$ cat src/rtl/vga_timing_gen.sv
// VGA raster timing: pixel-rate divider, h/v counters, sync/blank flags and a per-frame tick.
// Sync/video_on/frame_tick are registered from next-state counters so they align with pix_x/pix_y.
module vga_timing_gen #(
  parameter int CLK_DIV   = 4,
  parameter int H_DISPLAY = 640,
  parameter int H_FRONT   = 16,
  parameter int H_SYNC    = 96,
  parameter int H_BACK    = 48,
  parameter int V_DISPLAY = 480,
  parameter int V_FRONT   = 10,
  parameter int V_SYNC    = 2,
  parameter int V_BACK    = 33,
  parameter int SYNC_POL  = 0
) (
  input  logic       clk,
  input  logic       reset,
  output logic       hsync,
  output logic       vsync,
  output logic       video_on,
  output logic       p_tick,
  output logic [9:0] pix_x,
  output logic [9:0] pix_y,
  output logic       frame_tick
);

  localparam int H_TOTAL = H_DISPLAY + H_FRONT + H_SYNC + H_BACK;
  localparam int V_TOTAL = V_DISPLAY + V_FRONT + V_SYNC + V_BACK;

  localparam logic [3:0] DIV_LAST = 4'(CLK_DIV - 1);
  localparam logic [9:0] H_LAST   = 10'(H_TOTAL - 1);
  localparam logic [9:0] V_LAST   = 10'(V_TOTAL - 1);
  localparam logic [9:0] H_VIS    = 10'(H_DISPLAY);
  localparam logic [9:0] V_VIS    = 10'(V_DISPLAY);
  localparam logic [9:0] V_VIS_LAST = 10'(V_DISPLAY - 1);
  localparam logic [9:0] HS_START = 10'(H_DISPLAY + H_FRONT);
  localparam logic [9:0] HS_END   = 10'(H_DISPLAY + H_FRONT + H_SYNC - 1);
  localparam logic [9:0] VS_START = 10'(V_DISPLAY + V_FRONT);
  localparam logic [9:0] VS_END   = 10'(V_DISPLAY + V_FRONT + V_SYNC - 1);
  localparam logic       ACT      = (SYNC_POL != 0);

  logic [3:0] div_cnt;
  logic [3:0] div_nxt;
  logic [9:0] h_cnt;
  logic [9:0] v_cnt;
  logic [9:0] h_nxt;
  logic [9:0] v_nxt;

  // Gated by reset so the enable reads 0 while held in reset even when CLK_DIV = 1.
  assign p_tick = (div_cnt == DIV_LAST) && !reset;
  assign pix_x  = h_cnt;
  assign pix_y  = v_cnt;

  always_comb begin
    div_nxt = (div_cnt == DIV_LAST) ? 4'd0 : div_cnt + 4'd1;
    h_nxt   = h_cnt;
    v_nxt   = v_cnt;
    if (p_tick) begin
      if (h_cnt == H_LAST) begin
        h_nxt = 10'd0;
        v_nxt = (v_cnt == V_LAST) ? 10'd0 : v_cnt + 10'd1;
      end else begin
        h_nxt = h_cnt + 10'd1;
      end
    end
  end

  always_ff @(posedge clk) begin
    if (reset) begin
      div_cnt    <= 4'd0;
      h_cnt      <= 10'd0;
      v_cnt      <= 10'd0;
      hsync      <= ~ACT;
      vsync      <= ~ACT;
      video_on   <= 1'b1;
      frame_tick <= 1'b0;
    end else begin
      div_cnt    <= div_nxt;
      h_cnt      <= h_nxt;
      v_cnt      <= v_nxt;
      hsync      <= (h_nxt >= HS_START && h_nxt <= HS_END) ? ACT : ~ACT;
      vsync      <= (v_nxt >= VS_START && v_nxt <= VS_END) ? ACT : ~ACT;
      video_on   <= (h_nxt < H_VIS) && (v_nxt < V_VIS);
      // Pulses on the step from the last visible line into the first blanked one.
      frame_tick <= p_tick && (h_cnt == H_LAST) && (v_cnt == V_VIS_LAST);
    end
  end

endmodule

$ cat config.mk
export PLATFORM = sky130hd
export DESIGN_NAME = vga_timing_gen
export DESIGN_NICKNAME = d
export VERILOG_FILES = /design/src/rtl/vga_timing_gen.sv
export SDC_FILE = /design/constraint.sdc
export NUM_CORES = 1
export LEC_CHECK = 0
export BUFFER_PORTS_ARGS = -buffer_cell sky130_fd_sc_hd__buf_2
export CAP_MARGIN = 20
export CORE_UTILIZATION = 50
export DETAILED_ROUTE_END_ITERATION = 8
export GPL_ROUTABILITY_DRIVEN = 0
export PLACE_DENSITY = 0.82
export SYNTH_ARGS = -nofsm -noshare
export SYNTH_HDL_FRONTEND = slang
export SYNTH_SLANG_ARGS = --single-unit
$ cat constraint.sdc
create_clock -name clk -period 2.4 [get_ports clk]
set_input_delay 0.24 -clock clk [delete_from_list [all_inputs] [get_ports clk]]
set_output_delay 0.24 -clock clk [all_outputs]
set_load 0.02 [all_outputs]
==> results.py <==
metrics = {
    "logic_synthesis": {
        "ys_types": 52,
        "synth.area.top_cells": "dfxtp_1, xnor2_1, nor2_1, nand2_1, a21oi_1",
        "synth-seq-cells": 28,
        "ys_warn_count": 0,
        "avgSynthCellArea_um2": 8.45,
        "synthArstFlopShare_pct": 0,
        "syn_nets": 194,
        "synth_cells": 188,
        "synth-seq-area-share_pct": 35.3,
        "synth_top_area_cell": "dfxtp_1",
        "synth_edf_count": 0,
        "synth_top_area_share_pct": 35.3,
        "post_synth_instance_area_um2": 1590,
        "ys.flop_type": "dfxtp_1",
    },
    "global_route": {
        "grt_pass1_wl_um": 6070,
        "grt_pass1_vias": 1303,
        "grt_max_degree": 23,
        "grt_usage_pct": 23.0,
        "gr-total-overflow": 0,
        "grt_antenna_before_repair": 0,
    },
    "floorplan": {
        "rows": 20,
        "design.die.area_um2": 3410,
        "fp.dieW_um": 58.4,
        "ios": 27,
        "coreArea_um2": 3030,
        "start_util_pct": 52.5,
        "die_height_um": 58.4,
    },
    "cts": {
        "cts_tree": "yes",
        "cts_buffers": 3,
        "hold_buffers": 0,
        "clk_path_buf_depth": 2,
        "clk-insertion-delay-late_ns": 0.33,
        "cts.clk_slew.worst_paths_ns": 0.15,
        "cts_sinks": 28,
        "htreeDepth": 1,
        "cts_root_buf": "clkbuf_4",
    },
    "pwr": {
        "seqPwrFrac_pct": 63.9,
        "switching_share_pct": 22.1,
        "combPwrFrac_pct": 5.0,
        "power_switching_uw": 164,
        "power_density_nw_per_um2": 403,
        "vdd_drop_max_mv": 0.330,
        "p_leak_uw": 0.000707,
        "clock_power_share_pct": 31.1,
        "p_int_uw": 580,
    },
    "hold_path": {
        "holdCritPathClass": "in2reg",
    },
    "routing": {
        "top_layer_used": "met4",
        "drtAntennaViolNets": 0,
        "drtIter0Drc": 73,
        "wl_per_cell_um": 14.3,
        "wl_met2_um": 1790,
        "wirelength_um": 3710,
        "m1WireLength_um": 1650,
        "drc": 0,
        "via_count": 1526,
        "drt-pass1-iter-count": 4,
        "met3WireLength_um": 217,
        "vias_per_cell": 5.89,
    },
    "run_status": {
        "status": "complete, no violations",
    },
    "setup_path": {
        "cp-startpoint": "div_cnt[0]$_SDFF_PP0_",
        "slowest_stage": "or4b_4",
        "r2r-end": "vsync$_SDFF_PP1_",
        "worstPathArrival_ns": 2.53,
        "r2r-start": "div_cnt[0]$_SDFF_PP0_",
        "cp.required_ns": 2.63,
        "path_max_fanout": 10,
        "r2r_cells": 7,
        "crit_path_cell_trace": "ha_2 > or4b_4 > clkinv_4 > nand4_4 > a211oi_2 > o221ai_1 > or3b_1",
        "startpoint_type": "flip-flop",
        "slowest_delay_ns": 0.52,
        "cp-end-kind": "flip-flop",
        "r2r_slack_ns": 0.10,
        "cp-endpoint": "vsync$_SDFF_PP1_",
        "worst-setup-path-type": "reg2reg",
    },
    "timing": {
        "min_period_over_period_pct": 95.8,
        "finalSetupTns_ns": 0,
        "clock.fmax_mhz": 435,
        "hold_violations": 0,
        "slew_viol_final": 0,
        "rsz0062_at_grt": "no",
        "worst_slew_pin_slew_ns": 0.510,
        "worst_clock_skew_ns": 0.00186,
        "setup_viol": 0,
        "slew_headroom_pct": 65.8,
        "min_period_ns": 2.30,
    },
    "finish": {
        "area_growth_pct": 16.2,
        "layout.nets": 222,
        "n_antenna_cell": 0,
        "drive_gt1_share_pct": 24.7,
        "fillCellCount": 294,
        "fin_util_pct": 61.0,
    },
    "place": {
        "hpwl_um": 2620,
        "portBuffers": 26,
    },
    "flow_run": {
        "max_cap_viol_count": 0,
    },
}
==> power by group through the flow <==
stage / clock, uW / sequential (uW) / combinational [uW]
after CTS: 239 / 476 / 36.3
after global routing: 258 / 477 / 41.3
after floorplan: 0 / 487 / 23.2
final: 232 / 476 / 37.0
after detailed placement: 0 / 486 / 36.3
after global placement: 0 / 485 / 35.4
==> kinds of logic (layout without fill, tap and decap cells) <==
kind of cell	after synthesis	after routing	share of synthesized area, %
buffers and inverters	16	43	4.72
DFF	28	28	35.3
xor gates and xnor gates	12	12	6.61
AOI/OAI and AO/OA	32	32	13.8
adders and majority gates	4	4	3.15
and+or+nand+nor	96	96	36.5
==> metal layers <==
metal	GRT usage, %	up-vias
met1	29.7	711
met3	6.15	10
met4	7.14	0
met2	37.8	66
met5	0	-
li1	-	739
==> sequential cells by signal, indices dropped and copies added (netlist names) <==
| signal | cells |
|---|---|
| pix_x | 10 |
| video_on | 1 |
| frame_tick | 1 |
| div_cnt | 4 |
| pix_y | 10 |
| hsync | 1 |
| vsync | 1 |
==> how the worst min path moves through the flow <==
stage	depth (start not counted)	start	slack, ns	end
finish	3	reset	0.36	pix_y[4]$_SDFF_PP0_
global route	3	reset	0.35	pix_x[1]$_SDFF_PP0_
CTS	3	reset	0.33	div_cnt[2]$_SDFF_PP0_
detailed placement	1	div_cnt[0]$_SDFF_PP0_	0.45	div_cnt[0]$_SDFF_PP0_
global placement	1	div_cnt[0]$_SDFF_PP0_	0.44	div_cnt[0]$_SDFF_PP0_
floorplan	1	div_cnt[0]$_SDFF_PP0_	0.43	div_cnt[0]$_SDFF_PP0_
==> cell usage in the layout (no fill, tap or decap), drive strengths merged, types with 5 or more instances in the layout <==
cell	n
and3	7
nor2	16
a21oi	10
nor4	6
buf	33
inv	5
nand3	10
xnor2	7
nor3	11
xor2	5
dfxtp	28
nand2	15
nand4	5
o21ai	5
==> metrics by stage <==
step	worst slack (ns)	area [um2]	hold slack, ns	power [uW]	instances
4_1_cts	0.0174	1810	0.335	751	258
5_1_grt	0.0101	1850	0.348	777	259
2_1_floorplan	0.244	1590	0.428	510	188
6_report	0.101	1850	0.355	744	259
3_5_place_dp	0.0289	1770	0.448	522	254
3_3_place_gp	0.170	1770	0.440	521	254
==> critical path: cells and delay by family (launching register included) <==
family | cells | cell delay, ns
simple gates | 3 | 1.07
buf+inv | 1 | 0.08
compound gates | 2 | 0.46
flops | 1 | 0.38
fa+ha+maj | 1 | 0.22
==> synth_stat cells (all sizes together) (3+ instances only) <==
library cell and number:
ha 4, nand4 5, clkbuf 7, a21oi 10
buf 3, o31a 3, nor2 16, nor4 6
nand2b 4, inv 5, nand2 15, nor3 11
o21ai 5, nand3 10, nor3b 3, xor2 5
nand3b 3, dfxtp 28, and3 7, xnor2 7
==> final cells by class <==
cell class	count	area [um2]	share of cell area [%]
clock buffer	4	36.3	1.96
inverter	6	27.5	1.49
multi-input combinational	144	981	53.1
sequential	28	561	30.4
tap	44	55.1	2.98
timing repair buffer	33	186	10.1
==> what timing repair did <==
item,CTS,global route
setup endpoints to repair,0,4
resized for setup,0,6
setup buffers,0,1
Power figures use the tool's default switching activity.
